<file path="src/rtl/result_scoreboard.sv">
// In-order result checker: queues expected (value, bit-count) entries and compares each actual result against the oldest one.
// Optional first-mismatch capture is built only when SCOREBOARD_FAIL_CAPTURE_EN is defined.
module result_scoreboard #(
  parameter int WORD   = 64,
  parameter int BITS_W = 8,
  parameter int DEPTH  = 8,
  parameter int CNT_W  = 16
) (
  input  logic              clk,
  input  logic              rst_n,
  input  logic              clear,
  input  logic              exp_valid,
  output logic              exp_ready,
  input  logic [WORD-1:0]   exp_data,
  input  logic [BITS_W-1:0] exp_bits,
  input  logic              act_valid,
  output logic              act_ready,
  input  logic [WORD-1:0]   act_data,
  input  logic [BITS_W-1:0] act_bits,
  output logic [CNT_W-1:0]  step_count,
  output logic [CNT_W-1:0]  pass_count,
  output logic [CNT_W-1:0]  fail_count,
  output logic              cmp_done,
  output logic              cmp_pass,
  output logic [CNT_W-1:0]  fail_step,
  output logic [WORD-1:0]   fail_exp,
  output logic [WORD-1:0]   fail_act,
  output logic              fail_seen
);
  localparam int AW = $clog2(DEPTH);

  typedef struct packed {
    logic [WORD-1:0]   data;
    logic [BITS_W-1:0] bits;
  } entry_t;

  entry_t          mem [DEPTH];
  entry_t          head;
  logic [AW:0]     wr_ptr, rd_ptr;
  logic            full, empty, push, pop, match;
  logic [CNT_W-1:0] step_inc;

  function automatic logic [CNT_W-1:0] sat_inc(input logic [CNT_W-1:0] v);
    return (&v) ? v : v + {{(CNT_W-1){1'b0}}, 1'b1};
  endfunction

  // Extra pointer bit distinguishes full from empty when the index bits match.
  assign full      = (wr_ptr[AW] != rd_ptr[AW]) && (wr_ptr[AW-1:0] == rd_ptr[AW-1:0]);
  assign empty     = (wr_ptr == rd_ptr);
  assign exp_ready = !full;
  assign act_ready = !empty;
  assign push      = exp_valid && exp_ready && !clear;
  assign pop       = act_valid && act_ready && !clear;
  assign head      = mem[rd_ptr[AW-1:0]];
  assign match     = (head.data == act_data) && (head.bits == act_bits);
  assign step_inc  = sat_inc(step_count);

  always_ff @(posedge clk) begin
    if (push) mem[wr_ptr[AW-1:0]] <= '{data: exp_data, bits: exp_bits};
  end

  always_ff @(posedge clk or negedge rst_n) begin
    if (!rst_n) begin
      wr_ptr     <= '0;
      rd_ptr     <= '0;
      step_count <= '0;
      pass_count <= '0;
      fail_count <= '0;
      cmp_done   <= 1'b0;
      cmp_pass   <= 1'b0;
    end else if (clear) begin
      wr_ptr     <= '0;
      rd_ptr     <= '0;
      step_count <= '0;
      pass_count <= '0;
      fail_count <= '0;
      cmp_done   <= 1'b0;
      cmp_pass   <= 1'b0;
    end else begin
      if (push) wr_ptr <= wr_ptr + {{AW{1'b0}}, 1'b1};
      if (pop)  rd_ptr <= rd_ptr + {{AW{1'b0}}, 1'b1};
      cmp_done <= pop;
      cmp_pass <= pop && match;
      if (pop) begin
        step_count <= step_inc;
        if (match) pass_count <= sat_inc(pass_count);
        else       fail_count <= sat_inc(fail_count);
      end
    end
  end

`ifdef SCOREBOARD_FAIL_CAPTURE_EN
  // fail_step is the 1-based number of the failing compare, i.e. the incremented step count.
  always_ff @(posedge clk or negedge rst_n) begin
    if (!rst_n) begin
      fail_step <= '0;
      fail_exp  <= '0;
      fail_act  <= '0;
      fail_seen <= 1'b0;
    end else if (clear) begin
      fail_step <= '0;
      fail_exp  <= '0;
      fail_act  <= '0;
      fail_seen <= 1'b0;
    end else if (pop && !match && !fail_seen) begin
      fail_step <= step_inc;
      fail_exp  <= head.data;
      fail_act  <= act_data;
      fail_seen <= 1'b1;
    end
  end
`else
  assign fail_step = '0;
  assign fail_exp  = '0;
  assign fail_act  = '0;
  assign fail_seen = 1'b0;
`endif
endmodule

</file>
<file path="config.mk">
export PLATFORM = sky130hd
export DESIGN_NAME = result_scoreboard
export DESIGN_NICKNAME = d
export VERILOG_FILES = /design/src/rtl/result_scoreboard.sv
export SDC_FILE = /design/constraint.sdc
export NUM_CORES = 1
export LEC_CHECK = 0
export CAP_MARGIN = 40
export CORE_UTILIZATION = 40
export CTS_CLUSTER_DIAMETER = 100
export DETAILED_ROUTE_END_ITERATION = 12
export DONT_BUFFER_PORTS = 1
export GPL_ROUTABILITY_DRIVEN = 0
export HOLD_SLACK_MARGIN = 0.15
export SLEW_MARGIN = 10
export SYNTH_ARGS = -nofsm -noshare
export SYNTH_HDL_FRONTEND = slang
export SYNTH_SLANG_ARGS = --single-unit
</file>
<file path="constraint.sdc">
create_clock -name clk -period 12.7 [get_ports clk]
set_input_delay 0 -clock clk [delete_from_list [all_inputs] [get_ports clk]]
set_output_delay 0 -clock clk [all_outputs]
set_load 0.03 [all_outputs]
</file>
# ---- Word level (Yosys, flattened, before mapping)
# Memories as Yosys holds them, arrays and structs flattened.
# Index checks and enable logic that the tools add are counted.
dict set report op_classes {
  n_addsub 5
  n_eq_ne 9
  mux 19
  reduce_logical 19
}
# cell count
set op_table {}
lappend op_table {{16-bit two-way mux} 11}
lappend op_table {{64-bit equality test} 1}
lappend op_table {{16-bit by 1-bit adder with 16-bit output (second input constant)} 3}
lappend op_table {{16-bit AND reduction} 3}
lappend op_table {{4-bit two-way mux} 4}
lappend op_table {{4-bit by 1-bit adder with 4-bit output (second input constant)} 2}
lappend op_table {{8-bit equality test} 1}
lappend op_table {{2-bit != test (second input constant)} 4}
lappend op_table {{1-bit logical AND} 7}
lappend op_table {{3-bit AND reduction} 2}
lappend op_table {{2-bit nonzero test} 3}
lappend op_table {{4-bit equality test} 1}
lappend op_table {{1-bit two-way mux} 4}
lappend op_table {{3-bit equality test} 1}
lappend op_table {{1-bit logical NOT} 3}
lappend op_table {{2-bit AND reduction} 1}
lappend op_table {{1-bit != test} 1}
dict set report word_totals {
  register_bits 58
  ram_bits 576
  inputBits 149
  out_inout_bits 197
  word_cells 60
  n_memories 1
}
# memory words word_bits read_ports rd_ports_with_merged_regs wr line
set memory_table {}
lappend memory_table {mem 8 72 1 0 1 37} ;# entry_t mem [DEPTH];

# ---- Logic depth before layout (Yosys ltp)
dict set report depth {
  depth_word 7
  depth_mapped 16
  mapped_depth_nobuf 10
}

# ---- Worst setup path before layout
# No wires, ideal clock.
dict set report synth_timing {
  path_type {flip-flop to flip-flop}
  start {register rd_ptr[2]}
  end {memory mem[6][0] (netlist bit), enable pin}
  setup_time_ps 679
  arrival_ps 8961
  t_required_ps 12021
  setup_slack_ps 3060
  path_stages_with_launch 10
  path_buffers 4
  period_less_slack_ps 9640
  path_cell_list {dfrtp_1 > buf_2 > buf_2 > buf_1 > buf_2 > xor2_1 > nor3_1 > nand2_1 > nand2_1 > nor4_1}
}
dict set report synth_via {
  elab_chain_len 7
}
# item line
set synth_rtl {}
lappend synth_rtl {{start: declaration} 39} ;# logic [AW:0] wr_ptr, rd_ptr;
lappend synth_rtl {{start signal: assignment} 81} ;# if (pop) rd_ptr <= rd_ptr + {{AW{1'b0}}, 1'b1};
lappend synth_rtl {{3-bit equality test} 48} ;# assign full = (wr_ptr[AW] != rd_ptr[AW]) && (wr_ptr[AW-1:0] == rd_ptr[AW-1:0]);
lappend synth_rtl {{1-bit logical AND} 48}
lappend synth_rtl {{1-bit logical NOT} 50} ;# assign exp_ready = !full;
lappend synth_rtl {{via exp_ready} 13} ;# output logic exp_ready,
lappend synth_rtl {{1-bit logical AND (2 in a row)} 52} ;# assign push = exp_valid && exp_ready && !clear;
lappend synth_rtl {{1-bit two-way mux} 59} ;# if (push) mem[wr_ptr[AW-1:0]] <= '{data: exp_data, bits: exp_bits};
lappend synth_rtl {{1-bit two-way mux (implied by the code)} 59}
lappend synth_rtl {{end: declaration} 37}
# The timed path passes the listed nets, and every way through them passes these cells.

# ---- Final worst setup path
dict set report layout_timing {
  start {register rd_ptr[1]}
  end {register fail_count[6]}
}
dict set report layout_via {
  elab_chain_len 6
  word_cells_on_any_way 11
  classes_between {4 x eq/ne; 6 x reduce/logical; 1 x memory}
}
# item line
set layout_rtl {}
lappend layout_rtl {{parallel branches: the longest is 5 deep, another holds memory 8 x 72 bit} n/a}
lappend layout_rtl {{3-bit AND reduction (no source line) (*)} n/a}
lappend layout_rtl {{end signal: assignment} 87} ;# else fail_count <= sat_inc(fail_count);
lappend layout_rtl {{end: declaration} 22} ;# output logic [CNT_W-1:0] fail_count,
# Every way passes the cells marked *.
# A chain may end at the register's enable or synchronous reset.

==> metrics.txt <==
dpl cells=2358; Non-Filler Instances=2566; drt total wl=58.4 mm; Synth area leaders=edfxtp_1 (65%), mux4_2 (7.9%), dfrtp_1 (5.4%); Post-synth EDFFs=576; GR Util met1=0.223; CTS Root Cell=clkbuf_16; largest net degree at the start of global routing=135; Final min period=5640 ps; post-placement cell area=0.0273 sq mm; Die Y=260 microns; die area=0.0677 sq mm; CP cell instances=buf_12 -> buf_12 -> mux4_2 -> mux2i_1 -> xnor2_1 -> nor4_1 -> nand4_1 -> or4_1 -> o31ai_2 -> buf_4 -> or4_1 -> a21oi_1 -> dlygate4sd3_1; Slowest Stage Delay on Critical Path=710 ps; Skew-Pair Late Insertion Delay=610 ps; footprint of the multi-input gates=0.00706 sq mm; initial antenna violation count=9; grt total ovfl=0; post-DP HPWL=35.2 mm; Util after Layout=0.461; Remaining DRCs=0; setup tns final=0 ps; die width=260 microns; CP Data Required Time=13170 ps; vias per inst=5.18; Worst Path Max Fanout=134; top_reg_cell synth=edfxtp_1; fillers=5577; Mapped Area=0.0267 sq mm; clk buf depth=3; critical path launch point type=flop; final setup fails=0; share of layout cells above drive strength 1=0.163; post_cts resized=0; largest area contributor in the netlist=edfxtp_1; Std-Cell Rows=94; Layout Nets=1802; Starting Density=0.405; Detailed Routing Iterations Pass 1=7; ys async rst share=0.0915; Lkg Pwr=9.81 nW; TritonCTS buffer count=70; most common cell in the synthesized netlist=edfxtp_1; first-pass GRT wire length=85.3 mm; global-route usage over all layers=0.171; worst slew pin tran=966 ps; Fmax=177 MHz; drt first-iter violations=960; Tightest Hold Check Type=primary input to flop; vias in the first global route=13200; Max Cap Viol=0; Final ANT Viol Nets=0; Slew HR=0.356; Synth top area share=0.648; Sequential cell area=0.0188 sq mm; Port Buffers=0; Layout area overhead=13.8%; outcome=finished, final reports clean; Final WS setup=7060 ps; RSZ-0062 raised after global routing=false; post-synthesis sequential area ratio=0.703; WS Path Type=flop to flop; Mean Syn Cell Area=17.4 sq um; H-tree depth=3; CP max-delay cell=dfrtp_4; routing usage on met3=0.0545; total power=4.81 mW; Pwr per Cell Area=158 mW/mm^2; Hold Violations, Final=0; clock slew at reported path FFs=60 ps; drt wl/cell=22.8 microns; most used routing layer=met2; core footprint=0.0659 sq mm; post-synth cell types=46; CP Capture Type=flop; Place WS=7060 ps; Cells after Synth=1532; Slew Viols, Final=0; Tcrit/Tclk final=0.444; Global Route met2 Usage=0.276; worst hold margin=175 ps; CTS Sinks=634; Clock Skew=24.2 ps; DR vias=13300; CTS tree=built; yosys warns=0; Post-synth top cells=edfxtp_1 (576), buf_4 (150), mux2i_1 (124); Yosys reg bits=634; Arrival @ worst endpoint=6110 ps; maximum VDD drop=0.0826 mV; cell area after layout=0.0304 sq mm; I/O pins=346
## logic make-up (layout without fill, tap and decap cells)
kind of cell / count (synthesis) / after routing / synth area share
flip-flops: 634 / 634 / 0.703
adder cells (fa/ha/maj): 5 / 5 / 0.00234
other: 1 / 147 / 0.000141
AO/OA/AOI/OAI: 119 / 119 / 0.0294
buffers and inverters: 218 / 242 / 0.0552
XOR/XNOR: 83 / 83 / 0.0272
multiplexers: 250 / 250 / 0.139
AND/OR/NAND/NOR: 222 / 222 / 0.0437
## worst paths after layout
path / slack [ps] / to / from / cells past startpoint
worst min-delay path: 180 / cmp_pass / act_data[9] / 6
min in group asynchronous: 570 / step_count[14] / rst_n / 4
max in group asynchronous: 11840 / rd_ptr[1] / rst_n / 4
worst min register to register: 590 / wr_ptr[3] / wr_ptr[3] / 2
worst max-delay path: 7060 / fail_count[6] / rd_ptr[1] / 13
worst max register to register: 7060 / fail_count[6] / rd_ptr[1] / 13
## worst max-delay path, delay by kind of cell, from the launching register on
family,cells,cell delay [ps]
AO/OA/AOI/OAI,2,500
XOR/XNOR,1,100
buffers and inverters,4,1840
flip-flops,1,710
multiplexers,2,610
AND/OR/NAND/NOR,4,1560
## power breakdown
| part | total (mW) | internal (mW) | switching (mW) |
|---|---|---|---|
| clock network | 1.91 | 1.11 | 0.804 |
| registers | 2.34 | 2.31 | 0.0346 |
| logic | 0.553 | 0.232 | 0.320 |
| total | 4.81 | 3.65 | 1.16 |
## routing by layer
metal  part of all wire  wire (microns)
met5             0.0019             112
met4              0.014             797
met3              0.074            4330
met2               0.49           28600
met1               0.42           24600
## final cells by class
type,instances,share of cell area
Timing Repair Buffer,113,0.0420
Sequential cell,634,0.618
Inverter,5,0.000618
Clock buffer,87,0.0625
Clock inverter,37,0.00906
Tap cell,864,0.0356
Antenna cell,2,0.000165
Multi-Input combinational cell,824,0.232
## cells in the final DEF (no fill, tap or decap), types with 11 or more instances in the layout
cell / instances
xnor2_1: 48
clkinv_1: 13
mux2i_1: 124
conb_1: 145
a221oi_1: 14
dfrtp_1: 55
buf_4: 22
edfxtp_1: 576
nand4_1: 15
xor2_1: 35
clkbuf_1: 12
or3_1: 17
o22ai_1: 11
clkbuf_16: 73
nand3_1: 18
nor2_1: 41
mux4_2: 94
o21ai_0: 11
dlygate4sd3_1: 78
nor3_1: 11
a22oi_1: 21
nand2_1: 44
mux2_2: 32
and3_1: 20
a21oi_1: 36
## timing repair
item	4_1_cts	5_1_grt
hold buffers	81	0
endpoints found under the hold margin	809	0
buffers inserted	0	0
## state kept, by name (all words and copies together) (netlist names)
register	flops
mem	576
pass_count	16
wr_ptr	4
cmp_done	1
fail_count	16
rd_ptr	4
step_count	16
cmp_pass	1
(Power assumes the default switching activity.)
